<file path="src/rtl/irq_scheduler.sv">
`default_nettype none
// ============================================================================
// Module   : irq_scheduler
// Purpose  : Interrupt controller between the mapper's interrupt sources and
//            the Z80 INT pin. Latches rising edges on N_SRC request lines,
//            arbitrates them with fixed or rotating priority, runs the IM2
//            acknowledge handshake (even vector on the data bus), and keeps
//            further interrupts off until the service routine writes EOI.
//            While hold is high, irq_n is kept high but requests still pend.
// Ports    : clk, reset_n          clock, asynchronous active-low reset
//            m1_n, iorq_n          Z80 bus strobes (synchronous to clk)
//            req[N_SRC]            per-source edge-triggered requests
//            hold                  trap-state gate for delivery
//            cfg_wr/rd/addr/wdata  register access; cfg_rdata combinational
//            irq_n                 registered interrupt to CPU
//            vector, vector_oe     IM2 vector byte and its bus enable
//            in_service            high from acknowledge until EOI
// Revision : 1.0 - initial release
// ============================================================================
module irq_scheduler #(
    parameter int         N_SRC    = 4,
    parameter logic [7:0] VEC_BASE = 8'hE0,
    parameter logic [7:0] SPUR_VEC = 8'hFE
) (
    input  logic             clk,
    input  logic             reset_n,
    input  logic             m1_n,
    input  logic             iorq_n,
    input  logic [N_SRC-1:0] req,
    input  logic             hold,
    input  logic             cfg_wr,
    input  logic             cfg_rd,
    input  logic [1:0]       cfg_addr,
    input  logic [7:0]       cfg_wdata,
    output logic [7:0]       cfg_rdata,
    output logic             irq_n,
    output logic [7:0]       vector,
    output logic             vector_oe,
    output logic             in_service
);

    typedef enum logic [1:0] {
        ST_IDLE    = 2'd0,
        ST_ASSERT  = 2'd1,
        ST_ACK     = 2'd2,
        ST_SERVICE = 2'd3
    } state_t;

    localparam logic [1:0] C_ADDR_ENABLE  = 2'd0;
    localparam logic [1:0] C_ADDR_PENDING = 2'd1;
    localparam logic [1:0] C_ADDR_EOI     = 2'd2;
    localparam logic [1:0] C_ADDR_ROTATE  = 2'd3;
    localparam logic [2:0] C_LAST_ID      = 3'(N_SRC - 1);

    state_t           r_state;
    state_t           w_state_next;
    logic [N_SRC-1:0] r_req_q;
    logic [N_SRC-1:0] r_pending;
    logic [N_SRC-1:0] r_enable;
    logic             r_rotate;
    logic [2:0]       r_rr_ptr;
    logic [2:0]       r_id;
    logic             r_ack_q;
    logic             r_hold_q;
    logic             r_irq_n;
    logic [7:0]       r_vector;
    logic             r_vector_oe;
    logic             r_in_service;

    logic             w_ack;
    logic             w_ack_rise;
    logic [N_SRC-1:0] w_eligible;
    logic [7:0]       w_elig8;
    logic [2:0]       w_base;
    logic [2:0]       w_winner;
    logic             w_take;
    logic             w_spur;
    logic             w_eoi;
    logic [N_SRC-1:0] w_set;
    logic [N_SRC-1:0] w_clr;
    logic [7:0]       w_clr8;
    logic             w_unused_wdata;

    assign w_ack      = ~m1_n & ~iorq_n;
    assign w_ack_rise = w_ack & ~r_ack_q;
    assign w_eligible = r_pending & r_enable;

    // Genuine acknowledge of the asserted source vs. an acknowledge that
    // arrives with nothing granted (answered with SPUR_VEC only).
    assign w_take = (r_state == ST_ASSERT) & w_ack_rise;
    assign w_spur = w_ack_rise & ((r_state == ST_IDLE) | (r_state == ST_SERVICE));
    assign w_eoi  = cfg_wr & (cfg_addr == C_ADDR_EOI) & (r_state == ST_SERVICE);

    // Hardware edges plus software write-1-sets; these win over the clear.
    assign w_set  = (req & ~r_req_q)
                  | ((cfg_wr && cfg_addr == C_ADDR_PENDING) ? cfg_wdata[N_SRC-1:0] : '0);
    assign w_clr8 = 8'd1 << r_id;
    assign w_clr  = w_take ? w_clr8[N_SRC-1:0] : '0;

    assign w_unused_wdata = ^cfg_wdata;

    // Widen eligibility to 8 bits so a 3-bit id can index it for any N_SRC.
    always_comb begin
        w_elig8               = '0;
        w_elig8[N_SRC-1:0]    = w_eligible;
    end

    // Search starts at rr_ptr in rotate mode, at 0 in fixed mode. Scanning
    // offsets from the far end down leaves the nearest eligible index.
    assign w_base = r_rotate ? r_rr_ptr : 3'd0;

    always_comb begin
        int j;
        w_winner = 3'd0;
        for (int k = N_SRC - 1; k >= 0; k--) begin
            j = int'(w_base) + k;
            if (j >= N_SRC) begin
                j = j - N_SRC;
            end
            if (w_elig8[3'(j)]) begin
                w_winner = 3'(j);
            end
        end
    end

    // Next-state logic. Hold must have been low for a full cycle before a new
    // interrupt starts, but retraction in ASSERT reacts to raw hold at once.
    // An acknowledge in ASSERT takes precedence over retraction: the CPU has
    // already committed to the bus cycle.
    always_comb begin
        w_state_next = r_state;
        case (r_state)
            ST_IDLE: begin
                if (!hold && !r_hold_q && (|w_eligible)) begin
                    w_state_next = ST_ASSERT;
                end
            end
            ST_ASSERT: begin
                if (w_ack_rise) begin
                    w_state_next = ST_ACK;
                end else if (!w_elig8[r_id] || hold) begin
                    w_state_next = ST_IDLE;
                end
            end
            ST_ACK: begin
                if (!w_ack) begin
                    w_state_next = ST_SERVICE;
                end
            end
            ST_SERVICE: begin
                if (w_eoi) begin
                    w_state_next = ST_IDLE;
                end
            end
            default: w_state_next = ST_IDLE;
        endcase
    end

    always_ff @(posedge clk or negedge reset_n) begin
        if (!reset_n) begin
            r_state <= ST_IDLE;
        end else begin
            r_state <= w_state_next;
        end
    end

    always_ff @(posedge clk or negedge reset_n) begin
        if (!reset_n) begin
            r_req_q      <= '0;
            r_pending    <= '0;
            r_enable     <= '0;
            r_rotate     <= 1'b0;
            r_rr_ptr     <= 3'd0;
            r_id         <= 3'd0;
            r_ack_q      <= 1'b0;
            r_hold_q     <= 1'b0;
            r_irq_n      <= 1'b1;
            r_vector     <= 8'h00;
            r_vector_oe  <= 1'b0;
            r_in_service <= 1'b0;
        end else begin
            r_req_q   <= req;
            r_ack_q   <= w_ack;
            r_hold_q  <= hold;
            r_pending <= (r_pending & ~w_clr) | w_set;

            if (cfg_wr && cfg_addr == C_ADDR_ENABLE) begin
                r_enable <= cfg_wdata[N_SRC-1:0];
            end
            if (cfg_wr && cfg_addr == C_ADDR_ROTATE) begin
                r_rotate <= cfg_wdata[0];
            end

            // The winner is frozen when leaving IDLE.
            if (r_state == ST_IDLE && w_state_next == ST_ASSERT) begin
                r_id <= w_winner;
            end

            r_irq_n <= (w_state_next != ST_ASSERT);

            if (w_take) begin
                r_vector <= VEC_BASE + {4'b0000, r_id, 1'b0};
            end else if (w_spur) begin
                r_vector <= SPUR_VEC;
            end

            if (w_take || w_spur) begin
                r_vector_oe <= 1'b1;
            end else if (!w_ack) begin
                r_vector_oe <= 1'b0;
            end

            if (w_take) begin
                r_in_service <= 1'b1;
            end else if (w_eoi) begin
                r_in_service <= 1'b0;
            end

            if (w_eoi && r_rotate) begin
                r_rr_ptr <= (r_id == C_LAST_ID) ? 3'd0 : r_id + 3'd1;
            end
        end
    end

    always_comb begin
        cfg_rdata = 8'h00;
        if (cfg_rd) begin
            case (cfg_addr)
                C_ADDR_ENABLE:  cfg_rdata[N_SRC-1:0] = r_enable;
                C_ADDR_PENDING: cfg_rdata[N_SRC-1:0] = r_pending;
                C_ADDR_EOI:     cfg_rdata = {r_in_service, 4'b0000, r_id};
                C_ADDR_ROTATE:  cfg_rdata = {7'b0000000, r_rotate};
                default:        cfg_rdata = 8'h00;
            endcase
        end
    end

    assign irq_n      = r_irq_n;
    assign vector     = r_vector;
    assign vector_oe  = r_vector_oe;
    assign in_service = r_in_service;

endmodule
`default_nettype wire

</file>
<file path="config.mk">
export PLATFORM = sky130hd
export DESIGN_NAME = irq_scheduler
export DESIGN_NICKNAME = d
export VERILOG_FILES = /design/src/rtl/irq_scheduler.sv
export SDC_FILE = /design/constraint.sdc
export NUM_CORES = 1
export LEC_CHECK = 0
export BUFFER_PORTS_ARGS = -buffer_cell sky130_fd_sc_hd__buf_2
export CAP_MARGIN = 15
export CORE_MARGIN = 3
export CORE_UTILIZATION = 23
export CTS_CLUSTER_SIZE = 14
export DETAILED_ROUTE_END_ITERATION = 16
export GPL_TIMING_DRIVEN = 0
export PLACE_DENSITY = 0.39
export SKIP_LAST_GASP = 1
export SLEW_MARGIN = 25
export SYNTH_ARGS = -nofsm -noshare
export SYNTH_HDL_FRONTEND = slang
export SYNTH_SLANG_ARGS = --single-unit
export TNS_END_PERCENT = 100
</file>
<file path="constraint.sdc">
create_clock -name clk -period 4.5 [get_ports clk]
set_input_delay 0.675 -clock clk [delete_from_list [all_inputs] [get_ports clk]]
set_output_delay 0.675 -clock clk [all_outputs]
set_load 0.02 [all_outputs]
</file>
---- After elaboration in Yosys (flattened, before gate mapping) ----
Cells that the tools add are included.
storage, ports and cells
  input bits .............................. 21
  word-level logic and storage cells ...... 117
  flip-flop bits (word level) ............. 34
  latch bits .............................. 0
  memories ................................ 0
  output and inout bits ................... 19
  bits in writable memories ............... 0
  bits in read-only memories .............. 0
operators by class
  div/mod/pow operators ................... 0
  equal/unequal tests ..................... 10
  $add $sub $neg .......................... 9
  reductions and logical operators ........ 17
  bitwise logic cells ..................... 17
  order comparisons ....................... 9
  multipliers ............................. 0
  shift-type cells ........................ 1
  multiplexer cells ....................... 41
operators by type and width
  cell                   number
  $mux W3                10
  $mux W8                3
  $lt A3 B5 Y1 const B   4
  $pmux W4 S4            1
  $bmux W1 S3            5
  $mux W1                13
  $and A4 B4 Y4          3
  $ge A4 B3 Y1 const B   3
  $mux W4                3
  $sub A3 B3 Y3 const B  4
  $mux W2                5
  $add A3 B2 Y4 const B  2
  $eq A2 B2 Y1 const B   4
  $not A4 Y4             2
  $or A4 B4 Y4           2
  $pmux W2 S4            1
  $add A6 B5 Y7 const A  1
  $logic_and A1 B1 Y1    7
  $and A1 B1 Y1          6
  $eq A2 B1 Y1 const B   3
  $add A3 B1 Y4 const B  1
  $logic_not A2 Y1       2
  $lt A3 B4 Y1 const B   1
  $ne A2 B1 Y1 const B   2
  10 further kinds       16

---- Logic depth before layout (Yosys ltp) ----
Gate-level depths: netlist (run 1).
  depth after elaboration ................. 11
  mapped depth ............................ 10

---- Least setup slack after synthesis (run 1) ----
No wires, ideal clock.
  path type ............................... input to output
  from .................................... input cfg_addr[0]
  to ...................................... output cfg_rdata[0]
  arrival time ............................ 1663 ps
  slack ................................... 2162 ps
  data required time ...................... 3825 ps
  cell stages on the path ................. 3
  cells stage by stage .................... clkbuf_1 > mux4_2 > and2_1
on the way
  word-level cells in the longest chain between the ends .. 3
ends and longest elaborated chain
  what                                        RTL line  source
  start, declared                             33        input logic [1:0] cfg_addr,
  $eq A2 B2 Y1, or another cell as far along  228       case (cfg_addr)
  $pmux W4 S4 (*)                             228
  $mux W8 (*)                                 227       if (cfg_rd) begin
  end, declared                               35        output logic [7:0] cfg_rdata,
Mark *: on every way between the ends. The rest lies on a longest branch, timed or not.

---- Final worst setup path (run 1) ----
Ends and elaborated chain as after synthesis.

==> summary.md, run 1 <==
| Metric | Value |
|---|---|
| P_leak | 0.977 nW |
| Critical path launch point type | input port |
| # H-tree levels | 2 |
| FILL cells | 876 |
| Core area | 7850 um2 |
| Area Overhead vs Synth | 19.6% |
| Post-synth cell types | 47 |
| Initial core utilization | 24.0% |
| Comb power frac | 43.1% |
| Sequential area share after synthesis | 41.2% |
| Fin. Hold Viols | 0 |
| Sink Count | 31 |
| Max-Cap Viols | 0 |
| Die W | 96.5 um |
| Vias in the first global route | 1,492 |
| Final worst-path cycle share | 56.7% |
| Via count | 1,493 |
| Sequential power share | 37.3% |
| Largest net degree at the start of global routing | 32 |
| Required @ worst endpoint | 3.83 ns |
| Total Wirelength | 4.73 mm |
| Peak fanout along the critical path | 9 |
| Layout cells sized above 1 | 27.7% |
| FF+latch area | 777 um2 |
| Fin crit period | 2.55 ns |
| Hold WS | 0.448 ns |
| Synth top area cells | dfrtp_1 (40%), ha_1 (7.3%), mux4_2 (4.8%) |
| RSZ-0062 raised after global routing | false |
| Status | completed |
| CTS max path bufs | 2 |
| Clock Skews | 0.00396 ns |
| CTS Buf Count | 5 |
| FF+latch count, synth | 31 |
| Switching Fraction | 40.6% |
| CTS Hold Bufs | 0 |
| Yosys top cell area share | 39.8% |
| First-pass DRT Iterations | 4 |
| Worst skew pair latency | 0.28 ns |
| Max Clock Freq | 0.392 GHz |
| Internal | 0.000657 W |
| IO Pins | 40 |
| Rows | 32 |
| Netlist Area Pre-Place | 1890 um2 |
| Clock Pin Slew Worst Setup and Hold Paths | 0.07 ns |
| Worst slew pin tran | 1.00 ns |
| Max-slew violation total from the final report | 0 |
| Sum of negative setup slack | 0 ns |
| Die Area | 9320 um2 |
| Critical path type | in -> out |
| VDD IR max | 0.188 mV |
| First-pass GRT wire length | 7.92 mm |
| Routed Antenna Nets | 0 |
| Post-DP HPWL | 3.63 mm |
| Cell count after synthesis | 184 |
| Number of antenna violations at the first check in global routing | 0 |
| CP endpoint kind | output port |
| Area leader, netlist | dfrtp_1 |
| Power Density | 490 nW/um2 |
| Clock root buffer | clkbuf_8 |
| Die height | 96.5 um |
| CTS tree | built |
| Worst rel slew slack | 33.1% |
| Worst EP arrival | 1.88 ns |
| Setup Buffers After CTS | 0 |
| Placer Congestion | 0.857 |
| Gr usage total | 11.3% |
| DR WL/cell | 14.5 um |
| Hold WC Path Type | in -> async |
| P_sw | 0.000448 W |
| Setup violators final | 0 |
| CTS resizes | 0 |
| Clock network fraction of total power | 19.5% |
| Most frequent cells in the layout | buf_2 (30), dfrtp_1 (30), nand2_1 (16), ha_1 (11), inv_1 (10) |
| Async set-or-reset flop fraction in the synthesized netlist | 100% |
| Drt initial violations | 81 |
| Post-synth EDFFs | 0 |
| Ys Warns | 0 |
| Syn Area/Cell | 10.2 um2 |
| Multi-input gate area | 1010 um2 |
| Total inserted antenna cells | 0 |
| GR Overflow Total | 0 |
| Vias per inst | 4.58 |
| DRC | 0 |
| # nets final | 255 |
| Commonest register cell after synthesis | dfrtp_1 |
| Input/output buffers | 29 |
## power groups by stage
stage,clock network [W],registers (W),logic (W)
6_report,0.000216,0.000413,0.000477
3_5_place_dp,0,0.000418,0.000480
4_1_cts,0.000229,0.000414,0.000483
3_3_place_gp,0,0.000422,0.000481
2_1_floorplan,0,0.000429,0.000318
5_1_grt,0.000243,0.000424,0.000536
## final cells by class
type	instances	share of cell area (%)
clock buffer	6	3.22
inverter	12	2.00
timing repair buffer	29	6.43
clock inverter	2	0.555
tap	102	5.66
multi-input combinational	133	44.8
sequential	31	34.4
buffer	11	2.88
## critical path, stage by stage
cell	delay (ns)
clkbuf_1	0.32
mux4_2	0.54
and2_1	0.18
buf_2	0.16
## worst paths after layout
check	from	endpoint	slack, ns	cells after the start
setup reg to reg	r_state[1]	r_id[0]	2.04	9
min in group clk	vector_oe	vector_oe	0.47	1
hold reg to reg	vector_oe	vector_oe	0.47	1
max in group asynchronous	reset_n	r_req_q[0]	3.58	1
hold / removal	reset_n	vector[4]	0.45	1
setup / recovery	cfg_addr[0]	cfg_rdata[0]	1.95	4
## metal layers
metal	global-route usage [%]	vias up	routed length (um)
met4	4.44	0	111
met5	0	-	0
met2	17.0	37	2070
li1	-	722	-
met1	15.4	723	2310
met3	2.94	11	246
## state kept, by name, indices dropped and copies added (netlist names)
signal      flops
r_rr_ptr        3
r_enable        4
in_service      1
vector_oe       1
r_state         2
r_req_q         4
r_ack_q         1
r_rotate        1
r_hold_q        1
vector          5
r_pending       4
irq_n           1
r_id            3
## cell families (layout without fill, tap and decap cells)
logic type	after synthesis	in the layout	share of synthesized area [%]
and+or+nand+nor	66	66	19.5
AOI/OAI and AO/OA	35	35	13.8
DFF	31	31	41.2
buffers and inverters	23	60	5.84
muxes	17	17	12.1
adders and majority gates	11	11	7.30
other	1	4	0.199
## cell usage after synthesis, types with 2 or more instances
library cell,instances
o221ai_2,2
inv_2,2
a31oi_1,2
and2_1,9
o211ai_1,2
mux4_2,4
o21ai_0,7
o22a_1,2
nor3b_1,3
or2_2,2
or3_1,2
buf_4,6
nor3_1,3
a21boi_0,2
nand2_1,16
nor4_1,2
dfrtp_1,30
nand3_1,2
mux2_2,5
o21a_1,2
nor2b_1,6
or4_1,2
nor2_1,7
ha_1,11
mux2i_1,6
mux2_1,2
nand2_2,2
o31ai_1,2
a21oi_1,5
inv_1,10
a221o_1,4
clkbuf_1,4
nand2b_1,4
## metrics by stage
| step | setup slack [ns] | utilization [%] | std cells | total power, W | cell area, um2 |
|---|---|---|---|---|---|
| after detailed placement | 1.87 | 27.7 | 318 | 0.000898 | 2170 |
| after global routing | 1.83 | 28.7 | 326 | 0.00120 | 2260 |
| after global placement | 1.87 | 27.6 | 318 | 0.000903 | 2170 |
| after floorplan | 2.16 | - | 187 | 0.000748 | 1900 |
| after CTS | 1.95 | 28.7 | 326 | 0.00113 | 2260 |
| final | 1.95 | 28.7 | 326 | 0.00111 | 2260 |
Note: power is estimated with default switching activity, not from simulation.
==> run 2, diff against run 1 <==
--- a/config.mk
+++ b/config.mk
@@ -12,7 +12,7 @@
 export CTS_CLUSTER_SIZE = 14
 export DETAILED_ROUTE_END_ITERATION = 16
 export GPL_TIMING_DRIVEN = 0
-export PLACE_DENSITY = 0.39
+export PLACE_DENSITY = 0.41
 export SKIP_LAST_GASP = 1
 export SLEW_MARGIN = 25
 export SYNTH_ARGS = -nofsm -noshare
==> constraint.sdc (replaced) <==
create_clock -name clk -period 2.24 [get_ports clk]
set_input_delay 0.336 -clock clk [delete_from_list [all_inputs] [get_ports clk]]
set_output_delay 0.336 -clock clk [all_outputs]
set_load 0.02 [all_outputs]
==> run 2 against run 1 <==
Against the previous run: clock skew is essentially flat; sequential power grew 99%; non-clock buffer count grew 11; sequential cell count is the same; clock power grew 100%; highest routed layer unchanged; cell count grew 3.4%.
==> summary.md, run 2 (same netlist as run 1, synthesis figures left out) <==
| Metric | Value |
|---|---|
| Status | completed |
| RR Startpoint | r_pending[1] |
| # H-tree levels | 2 |
| Crit path from | r_pending[1] |
| Max-Cap Viols | 0 |
| Number of antenna violations at the first check in global routing | 0 |
| Reg2reg setup slack | 0.03 ns |
| Critical path type | reg -> reg |
| Fin. Hold Viols | 0 |
| Final worst-path cycle share | 98.5% |
| Peak fanout along the critical path | 4 |
| Area Overhead vs Synth | 30.4% |
| Vias per inst | 4.39 |
| Largest net degree at the start of global routing | 32 |
| Total inserted antenna cells | 0 |
| Sink Count | 31 |
| Drt initial violations | 43 |
| CTS Hold Bufs | 0 |
| Max Clock Freq | 0.453 GHz |
| Worst slew pin tran | 0.720 ns |
| CTS Buf Count | 5 |
| Die W | 96.5 um |
| Core Util, Final | 31.3% |
| Die Area | 9320 um2 |
| Setup violators final | 0 |
| VDD IR max | 0.385 mV |
| Most frequent cells in the layout | buf_2 (30), dfrtp_1 (29), buf_4 (18), nand2_1 (15) |
| Routed Antenna Nets | 0 |
| Worst skew pair latency | 0.28 ns |
| Critical path launch point type | flop |
| Clock Skews | 0.00440 ns |
| DRC | 0 |
| Layout cells sized above 1 | 37.9% |
| Via count | 1,478 |
| Final Instance Area | 2460 um2 |
| Die height | 96.5 um |
| Power Density | 1020 nW/um2 |
| First-pass GRT wire length | 7.85 mm |
| Input/output buffers | 29 |
| Worst rel slew slack | 52.0% |
| Max reg flops | 5 |
| Critical Path End | r_id[1] |
| Max-slew violation total from the final report | 0 |
| # nets final | 266 |
| Total Wirelength | 4.77 mm |
| Vias in the first global route | 1,444 |
| Placed Area | 2180 um2 |
| Rows | 32 |
| Reg2reg end | r_id[1] |
| Required @ worst endpoint | 2.41 ns |
| Initial core utilization | 24.0% |
| Clock root buffer | clkbuf_8 |
| Core area | 7850 um2 |
| Most common cell after layout, fill and taps aside | buf_2 |
| Gr usage total | 11.3% |
| Fin crit period | 2.21 ns |
| Clock Pin Slew Worst Setup and Hold Paths | 0.07 ns |
| DR WL/cell | 14.2 um |
| CTS max path bufs | 2 |
| Post-DP HPWL | 3.59 mm |
| P_leak | 1.07 nW |
| First-pass DRT Iterations | 4 |
| CTS tree | built |
| Hold WS | 0.102 ns |
| Worst Reg-to-Reg Cells | 6 |
| CP endpoint kind | flop |
| Worst EP arrival | 2.38 ns |
| Placer Congestion | 0.815 |
| RSZ-0062 raised after global routing | true |
| IO Pins | 40 |
| GR Overflow Total | 0 |
| Hold WC Path Type | in -> async |
run 2: cell count changes in the layout (fill, tap and decap cells not counted), moves of 2 or more:
cell	previous run	this run
nand2_4	0	2
mux2_4	0	2
ha_1	11	9
mux2_1	2	0
o221ai_2	2	0
buf_4	6	18
o221ai_4	0	2
run 2: repair_timing:
action | CTS | global route
buffers inserted | 9 | 3
hold endpoints to repair | 0 | 0
cloned | 0 | 0
endpoints found under the setup margin | 4 | 6
pin swaps | 2 | 3
gates resized for setup | 9 | 12
run 2: critical path, stage by stage, from the launching register on:
cell      delay, ns
dfrtp_1        0.42
nand2_2        0.11
mux4_2         0.52
or4_4          0.44
o221ai_4       0.19
nand3_4        0.12
mux2_4         0.31
run 2: layer usage:
metal | track usage [%] | wire (um) | vias to the layer above
met5 | 0 | 0 | -
met4 | 3.15 | 48 | 0
met3 | 2.56 | 187 | 4
met2 | 17.0 | 2140 | 27
met1 | 16.2 | 2390 | 700
li1 | - | - | 747
run 2: worst min path at each step:
stage	depth (start not counted)	endpoint	start	slack, ns
after floorplan	0	in_service	reset_n	0.04
after global placement	1	vector[6]	reset_n	0.45
after detailed placement	1	vector[6]	reset_n	0.44
after CTS	1	vector[6]	reset_n	0.13
after global routing	1	vector[4]	reset_n	0.16
final	1	vector[4]	reset_n	0.10
run 2: final cells by class:
type                    instances  area, um2
multi-input cells             133       1120
fillers                       850       5390
clock buffers                   6       72.6
repair buffers                 41        235
clock inverters                 2       12.5
plain buffers                  10       61.3
flip-flops and latches         31        778
well taps                     102        128
inverters                      12       47.5
run 2: report_power, final:
part           leakage [nW]  switching, W  internal [W]
logic                 0.670      0.000661      0.000597
registers             0.355      0.000126      0.000695
clock network        0.0412      0.000222      0.000217
run 2: per-stage QoR:
step | std cells | worst slack, ns | power (W) | setup TNS [ns]
after floorplan | 187 | 0.0288 | 0.00150 | 0
after global placement | 318 | -0.296 | 0.00180 | -1.67
after detailed placement | 318 | -0.201 | 0.00181 | -0.393
after CTS | 334 | -0.00990 | 0.00243 | -0.0185
after global routing | 337 | -0.0674 | 0.00272 | -0.199
final | 337 | 0.0329 | 0.00252 | 0
